===== config.mk =====
export PLATFORM = sky130hd
export DESIGN_NAME = core_sequencer
export DESIGN_NICKNAME = d
export VERILOG_FILES = /design/src/rtl/core_sequencer.sv
export SDC_FILE = /design/constraint.sdc
export NUM_CORES = 1
export LEC_CHECK = 0
export CAP_MARGIN = 20
export CORE_MARGIN = 3
export CORE_UTILIZATION = 30
export CTS_CLUSTER_DIAMETER = 40
export CTS_CLUSTER_SIZE = 24
export DETAILED_ROUTE_END_ITERATION = 16
export PLACE_DENSITY = 0.58
export SYNTH_ARGS = -nofsm -noshare
export SYNTH_HDL_FRONTEND = slang
export SYNTH_SLANG_ARGS = --single-unit

===== constraint.sdc =====
create_clock -name clk -period 5.11 [get_ports clk]
set_clock_uncertainty 0.2 [all_clocks]
set_input_delay 0.7665 -clock clk [delete_from_list [all_inputs] [get_ports clk]]
set_output_delay 0.7665 -clock clk [all_outputs]
set_load 0.05 [all_outputs]

===== src/rtl/core_sequencer.sv =====
// Multi-cycle core control sequencer: walks each instruction through
// FETCH -> DECODE -> EXEC -> [MEM] -> WB and counts retired instructions.
//
//   state  | meaning
//   -------+---------------------------------------------------------
//   FETCH  | request instruction word, load IR when it arrives
//   DECODE | one idle cycle while the decoder settles on the new IR
//   EXEC   | ALU cycle; choose MEM for loads/stores, else WB
//   MEM    | hold data request until dmem_ready
//   WB     | commit: PC update, register write, retire pulse
//   5..7   | illegal, all outputs low, recover to FETCH

module core_sequencer (
    input  logic        clk,
    input  logic        reset,
    input  logic        halt,
    input  logic        imem_ready,
    output logic        imem_req,
    output logic        ir_w,
    input  logic        jump,
    input  logic        branch,
    input  logic        branch_taken,
    input  logic        reg_w,
    input  logic        data_r,
    input  logic        data_w,
    input  logic        dmem_ready,
    output logic        dmem_req,
    output logic        dmem_we,
    output logic        pc_w,
    output logic        pc_sel,
    output logic        rf_w,
    output logic        retire,
    output logic [2:0]  state,
    output logic [31:0] instret
);

    typedef enum logic [2:0] {
        FETCH  = 3'd0,
        DECODE = 3'd1,
        EXEC   = 3'd2,
        MEM    = 3'd3,
        WB     = 3'd4
    } state_e;

    state_e      state_q;
    logic [31:0] instret_q;

    // Controls depend on same-cycle handshakes and reset, so they are decoded
    // from the registered state rather than registered themselves.
    always_comb begin
        imem_req = 1'b0;
        ir_w     = 1'b0;
        dmem_req = 1'b0;
        dmem_we  = 1'b0;
        pc_w     = 1'b0;
        pc_sel   = 1'b0;
        rf_w     = 1'b0;
        retire   = 1'b0;
        if (!reset) begin
            case (state_q)
                FETCH: begin
                    imem_req = !halt;
                    ir_w     = !halt && imem_ready;
                end
                MEM: begin
                    dmem_req = 1'b1;
                    dmem_we  = data_w;
                end
                WB: begin
                    pc_w   = 1'b1;
                    pc_sel = jump | (branch & branch_taken);
                    rf_w   = reg_w & !data_w & !branch;
                    retire = 1'b1;
                end
                default: ;
            endcase
        end
    end

    always_ff @(posedge clk) begin
        if (reset) begin
            state_q   <= FETCH;
            instret_q <= 32'd0;
        end else begin
            case (state_q)
                FETCH:   if (ir_w) state_q <= DECODE;
                DECODE:  state_q <= EXEC;
                EXEC:    state_q <= (data_r | data_w) ? MEM : WB;
                MEM:     if (dmem_ready) state_q <= WB;
                WB:      state_q <= FETCH;
                default: state_q <= FETCH;
            endcase
            if (retire) instret_q <= instret_q + 32'd1;
        end
    end

    assign state   = state_q;
    assign instret = reset ? 32'd0 : instret_q;

endmodule


==> metrics.md, run 1 <==
| Metric | Value |
|---|---|
| Number of vias after detailed routing | `1,764` |
| Avg Vias per Cell | `4.955` |
| Netlist area before placement | `1909 µm²` |
| CTS Root Buffer Type | `clkbuf_8` |
| Leading post-synthesis cells by cell area | `dfxtp_1, mux2_1, nor2b_1` |
| Dominant combinational cell family by area after synthesis | `simple AND/OR/NAND/NOR gates` |
| Synth Area in XOR/XNOR | `2.752%` |
| Max-slew violation count | `0` |
| Initial antenna violation count | `0` |
| Outcome | `completed` |
| Highest achievable clock rate | `0.2612 GHz` |
| Remaining global-route overflow | `0` |
| Critical path depth in cells | `5` |
| Synthesis-to-layout area growth | `32.83%` |
| Count of buffering cells on the critical path with inverters included | `2` |
| Cells after synthesis | `234` |
| Setup repair after global routing missed its margin | `false` |
| Floorplan die area | `7357 µm²` |
| Number of flops mapped to enable cells by yosys | `0` |
| Sinks on Clock Net | `35` |
| Routed len/inst | `12.74 µm` |
| Horizontal extent of the die | `85.78 µm` |
| Vias in the first global route | `1,716` |
| Kind of cell adding the most delay to the critical path | `buffers and inverters` |
| Highest-delay cell along the critical path | `clkdlybuf4s50_1` |
| Largest net degree at the start of global routing | `62` |
| First drt pass iteration count | `4` |
| Post-synth ARST share | `0%` |
| CTS H-tree depth | `2` |
| Crit-path max cell delay | `0.79 ns` |
| Final min period | `3.829 ns` |
| Depth of the worst register-to-register path | `4` |
| Average size of a mapped cell | `8.160 µm²` |
| Signal arrival time at the worst endpoint | `2.86 ns` |
| Number of gates resized after CTS | `0` |
| Data required time at the worst endpoint | `4.14 ns` |
| Number of buffers between clock root and the deepest sink | `2` |
| Final Net Count | `294` |
| Leading post-synthesis cells by instance count | `dfxtp_1, nor2_1, nor2b_1` |
| Placer congestion estimate | `0.7610` |
| Register area share after synthesis | `36.70%` |
| Leading cell type by number of instances after synthesis | `dfxtp_1` |
| Startpoint class of the critical path | `primary input` |
| Cts hold-fix bufs | `0` |
| Clock transition at the registers of the reported paths | `0.06 ns` |
| Area share of and/or/nand/nor cells after synthesis | `36.37%` |
| Cells traversed along the worst timing path | `buf_2, or2_2, nor4_1, and2_1, clkdlybuf4s50_1` |
| Die outline height | `85.78 µm` |
| Crit Path Class | `in -> out` |
| Leakage | `0.8809 nW` |
| Ratio of cells with drive above 1 in the final layout | `4.626%` |
| Detailed-route wire length | `4.537 mm` |
| Synthesized-area fraction occupied by ao, oa, aoi and oai cells | `7.864%` |
| Wire length of the first global-routing pass | `7.872 mm` |
| Nets in the synthesized netlist | `246` |
| Worst voltage drop across the vdd grid | `0.07691 mV` |
| Synth Register Bits | `35` |
| Setup violation total in the final timing report | `0` |
| N_diodes | `0` |
| Half-perimeter wire length after detailed placement | `3.347 mm` |
| Max_cap viols | `0` |
| Area of the core | `6026 µm²` |
| Iteration-0 DRC Markers | `84` |
| CP endpoint kind | `output port` |
| Post-route DRC violation count | `0` |
| Number of failing hold endpoints at the final stage | `0` |
| Highest fanout seen on the critical path | `61` |
| TritonCTS Buffers | `5` |
| Number of cell rows | `28` |
| Worst-Skew Late Latency | `0.28 ns` |
| Total of fill cells in the finished design | `619` |
| Routed Antenna Nets | `0` |
| Most area-hungry cell type in the Yosys netlist | `dfxtp_1` |
| IO Count | `54` |
| Initial Util | `31.69%` |
| Final critical-path share of the clock period | `74.93%` |
| Power density over the cells | `196.0 nW/µm²` |
| Port Buffer Count | `53` |
| Depth of the worst hold-timing path | `2` |
| Fraction of synthesized area in multiplexers | `10.03%` |
| Sequential cell area | `700.7 µm²` |
| Worst relative slew slack | `34.35%` |
| Area fraction of the dominant cell type after synthesis | `36.70%` |
| Overall routing resource usage | `13.25%` |
| Dominant synthesized flop cell | `dfxtp_1` |
| Count of yosys warnings during synthesis | `0` |
| Clock tree from TritonCTS | `yes` |
| Power after layout | `0.0004971 W` |
| Total negative slack | `0 ns` |
| Actual transition at the worst max-transition pin | `0.9847 ns` |
| Hold/Removal Path Class | `reg -> reg` |
| Adder and majority cell fraction of the synthesized area | `0.6553%` |
| Number of distinct standard cells referenced by the synthesized netlist | `40` |
| Footprint of the multi-input gates | `1101 µm²` |
| Count of buffers added by post-CTS timing repair for setup | `0` |
## power breakdown
part           total [W]  switching [W]  leakage [nW]  internal [W]
clock network   0.000180      0.0000894        0.0371     0.0000907
registers       0.000278     0.00000358         0.282      0.000274
logic          0.0000392      0.0000233         0.562     0.0000159
total           0.000497       0.000116         0.881      0.000381
## through the flow
step           utilization [%]  std cells  cell area, µm²  hold WS [ns]  setup WS [ns]
2_1_floorplan                -        234            1909        0.2494         0.9935
3_3_place_gp             40.80        349            2459        0.2706          1.301
3_5_place_dp             40.88        350            2464        0.2879          1.208
4_1_cts                  42.09        356            2536        0.2974          1.204
5_1_grt                  42.09        356            2536        0.3144          1.090
6_report                 42.09        356            2536        0.3017          1.281
## layout by cell type (no fill, tap or decap), types with 2 or more instances in the layout
| cell | Yosys | layout |
|---|---|---|
| nor2_1 | 33 | 33 |
| mux2_1 | 13 | 13 |
| clkdlybuf4s50_1 | 0 | 52 |
| xor2_1 | 2 | 2 |
| and4_1 | 2 | 2 |
| buf_2 | 2 | 2 |
| nand4_1 | 6 | 6 |
| and2_1 | 2 | 2 |
| nand3_1 | 12 | 12 |
| mux2_2 | 4 | 4 |
| nor4_1 | 7 | 7 |
| o31ai_1 | 3 | 3 |
| dfxtp_1 | 35 | 35 |
| and3_1 | 7 | 7 |
| nor3_1 | 9 | 9 |
| a21oi_1 | 10 | 10 |
| xnor2_1 | 4 | 4 |
| or3_1 | 5 | 5 |
| nor2b_1 | 23 | 23 |
| or4_1 | 3 | 3 |
| nand2b_1 | 2 | 2 |
| inv_1 | 10 | 10 |
| clkbuf_8 | 0 | 5 |
| nand2_1 | 11 | 11 |
| o21ai_1 | 3 | 3 |
| o41ai_1 | 3 | 3 |
## worst reg2reg max path: cells and delay by family (launching register included)
family | cells | cell delay [ns]
multiplexers | 1 | 0.35
AND/OR/NAND/NOR | 3 | 1.82
flip-flops | 1 | 0.41
## worst paths after layout
| kind | from | end | slack, ns |
|---|---|---|---|
| setup reg to reg | state[0] | instret_q[27] | 2.23 |
| hold reg to reg | instret_q[2] | instret_q[2] | 0.30 |
| hold / removal | instret_q[2] | instret_q[2] | 0.30 |
| setup / recovery | reset | ir_w | 1.28 |
## per-layer routing
layer	part of all wire [%]	track usage, %	vias to the layer above
met2	47	20.76	39
met4	1.9	6.043	0
met1	47	17.44	800
met5	0	0	-
met3	3.6	2.786	7
li1	-	-	918
## sequential cells by signal, summed over array words and instances, names as in the netlist
register	flops
state	3
instret_q	32
## cell families (layout without fill, tap and decap cells)
group,after synthesis,after routing
adders and majority gates,1,1
buffers and inverters,23,70
xor gates and xnor gates,6,6
muxes,17,17
and+or+nand+nor,128,128
DFF,35,35
AOI/OAI and AO/OA,24,24
## layout make-up
class	count	share of cell area (%)
Clock buffer	6	2.861
Inverter	10	1.480
Multi-Input combinational cell	176	43.41
Sequential cell	35	27.63
Tap cell	75	3.700
Timing Repair Buffer	54	20.92
Note: power is estimated with default switching activity, not from simulation.
==> inputs of run 2 (changes only) <==
- PLACE_DENSITY: 0.58 -> 0.61
- clock period: 5.11 -> 3.35 ns (I/O delays scaled with it)
==> run 2 against run 1 <==
Via count is 0.85% higher. Wire length shrank 0.66%. Critical path depth shrank 1. Worst hold slack lost 0.017 ns. Core utilization increased by 1.0 points. Die area unchanged. Power rose by 66%. Global-route usage decreased by 0.39 points. Register-to-register slack lost 1.7 ns. Combinational power up 66%. Clock-buffer cell count up 2.
==> metrics.md, run 2 (same netlist as run 1, synthesis figures left out) <==
| Metric | Value |
|---|---|
| IO Count | `54` |
| Share of total power in sequential cells | `51.1%` |
| Highest-delay cell along the critical path | `clkdlybuf4s50_1` |
| Number of placed cells counting well taps | `354` |
| Port Buffer Count | `53` |
| Clock tree from TritonCTS | `yes` |
| Setup repair after global routing missed its margin | `false` |
| Horizontal extent of the die | `85.78 µm` |
| Relative contribution of the clock network to total power | `41.0%` |
| Final Net Count | `298` |
| Floorplan die area | `7357 µm²` |
| Finished Layout Cells | `362` |
| Switching part of the total | `23.34%` |
| Number of vias after detailed routing | `1,779` |
| Power density over the cells | `317.5 nW/µm²` |
| CTS H-tree depth | `2` |
| Routed len/inst | `12.45 µm` |
| Half-perimeter wire length after detailed placement | `3.330 mm` |
| Startpoint class of the critical path | `register` |
| Highest achievable clock rate | `0.3186 GHz` |
| Highest fanout seen on the critical path | `11` |
| Detailed-route wire length | `4.507 mm` |
| Fin util | `43.11%` |
| NetSw | `0.0001925 W` |
| First drt pass iteration count | `4` |
| Ratio of cells with drive above 1 in the final layout | `7.666%` |
| Register with the most flip-flops | `instret_q` |
| Number of failing hold endpoints at the final stage | `0` |
| Vias in the first global route | `1,653` |
| Outcome | `completed` |
| Number of cell rows | `28` |
| Wire length of the first global-routing pass | `7.610 mm` |
| Kind of cell adding the most delay to the critical path | `simple AND/OR/NAND/NOR gates` |
| Avg Vias per Cell | `4.914` |
| TritonCTS Buffers | `5` |
| Worst voltage drop across the vdd grid | `0.1732 mV` |
| Leakage | `0.9185 nW` |
| Placer congestion estimate | `0.8010` |
| Hold slack final | `0.2846 ns` |
| Post-route DRC violation count | `0` |
| Setup violation total in the final timing report | `0` |
| Most frequent standard cell in the layout excluding fill and tap cells | `clkdlybuf4s50_1` |
| Source of the worst register-to-register timing path | `state[1]` |
| Iteration-0 DRC Markers | `90` |
| Max reg flops | `32` |
| Routed Antenna Nets | `0` |
| Source of the worst hold timing path | `instret_q[11]` |
| Count of buffering cells on the critical path with inverters included | `1` |
| Hold/Removal Path Class | `reg -> reg` |
| Clock transition at the registers of the reported paths | `0.07 ns` |
| Max_cap viols | `0` |
| Crit Path Class | `reg -> out` |
| Final min period | `3.138 ns` |
| Synthesis-to-layout area growth | `36.04%` |
| Total of fill cells in the finished design | `626` |
| Actual transition at the worst max-transition pin | `0.8949 ns` |
| Data required time at the worst endpoint | `2.65 ns` |
| Origin of the worst setup path | `state[1]` |
| Sinks on Clock Net | `35` |
| Max-slew violation count | `0` |
| Final critical-path share of the clock period | `93.68%` |
| Worst-case setup slack after placement | `0.5175 ns` |
| Signal arrival time at the worst endpoint | `2.44 ns` |
| Die outline height | `85.78 µm` |
| CP endpoint kind | `output port` |
| Cells traversed along the worst timing path | `or3b_1, nor2_1, and3_1, clkdlybuf4s50_1` |
| Number of buffers between clock root and the deepest sink | `2` |
| Worst relative slew slack | `39.79%` |
| Count of buffers added by post-CTS timing repair for setup | `0` |
| CTS Root Buffer Type | `clkbuf_8` |
| Post-route setup slack | `0.2116 ns` |
| Overall routing resource usage | `12.85%` |
| N_diodes | `0` |
| Initial antenna violation count | `0` |
| Area of the core | `6026 µm²` |
| Combinational group share of total power | `7.9%` |
| Initial Util | `31.69%` |
| Top library cells by usage in the layout, fill and taps aside | `clkdlybuf4s50_1, dfxtp_1, nor2_1` |
| Remaining global-route overflow | `0` |
| Total negative slack | `0 ns` |
| Worst-Skew Late Latency | `0.28 ns` |
| Crit-path max cell delay | `0.79 ns` |
| Number of gates resized after CTS | `0` |
| Cts hold-fix bufs | `0` |
| Int Power | `0.0006322 W` |
| Largest net degree at the start of global routing | `32` |
## run 2: changes by cell type in the layout (fill, tap and decap cells not counted), sizes merged
cell	before	now
buf	2	8
clkbuf	6	8
clkdlybuf4s50	52	50
## run 2: path summary, 6_finish.rpt
check	end	slack, ns	cells after the start
max	rf_w	0.21	4
min	instret_q[11]	0.28	1
max reg2reg	instret_q[15]	0.57	5
min reg2reg	instret_q[11]	0.28	1
## run 2: routing by layer
metal / GRT usage, % / part of all wire, % / vias up
met1: 16.52 / 47 / 812
met4: 5.180 / 1.3 / 0
met2: 20.97 / 47 / 35
li1: - / - / 928
met3: 2.690 / 4.2 / 4
met5: 0 / 0 / -
## run 2: cell type report
class | count | area [µm²] | share of cell area [%]
flip-flops and latches | 35 | 700.7 | 26.97
inverters | 10 | 37.54 | 1.445
clock buffers | 8 | 100.1 | 3.854
multi-input cells | 176 | 1107 | 42.63
well taps | 75 | 93.84 | 3.613
repair buffers | 58 | 558.0 | 21.48
## run 2: power groups by stage
stage / combinational, W / clock, W / sequential, W
final: 0.0000651 / 0.000338 / 0.000421
after global routing: 0.0000705 / 0.000371 / 0.000422
after CTS: 0.0000657 / 0.000353 / 0.000421
after floorplan: 0.0000348 / 0 / 0.000436
after detailed placement: 0.0000656 / 0 / 0.000431
after global placement: 0.0000653 / 0 / 0.000431
## run 2: through the flow
stage | power [W] | area (µm²)
after global routing | 0.0008635 | 2597
after global placement | 0.0004960 | 2497
after floorplan | 0.0004710 | 1916
after CTS | 0.0008395 | 2597
after detailed placement | 0.0004965 | 2497
final | 0.0008248 | 2597
==> inputs of run 3 (changes only) <==
- SLEW_MARGIN: unset -> 20
==> results of run 3 <==
Final layout, timing and power as in run 2 (identical DEF).
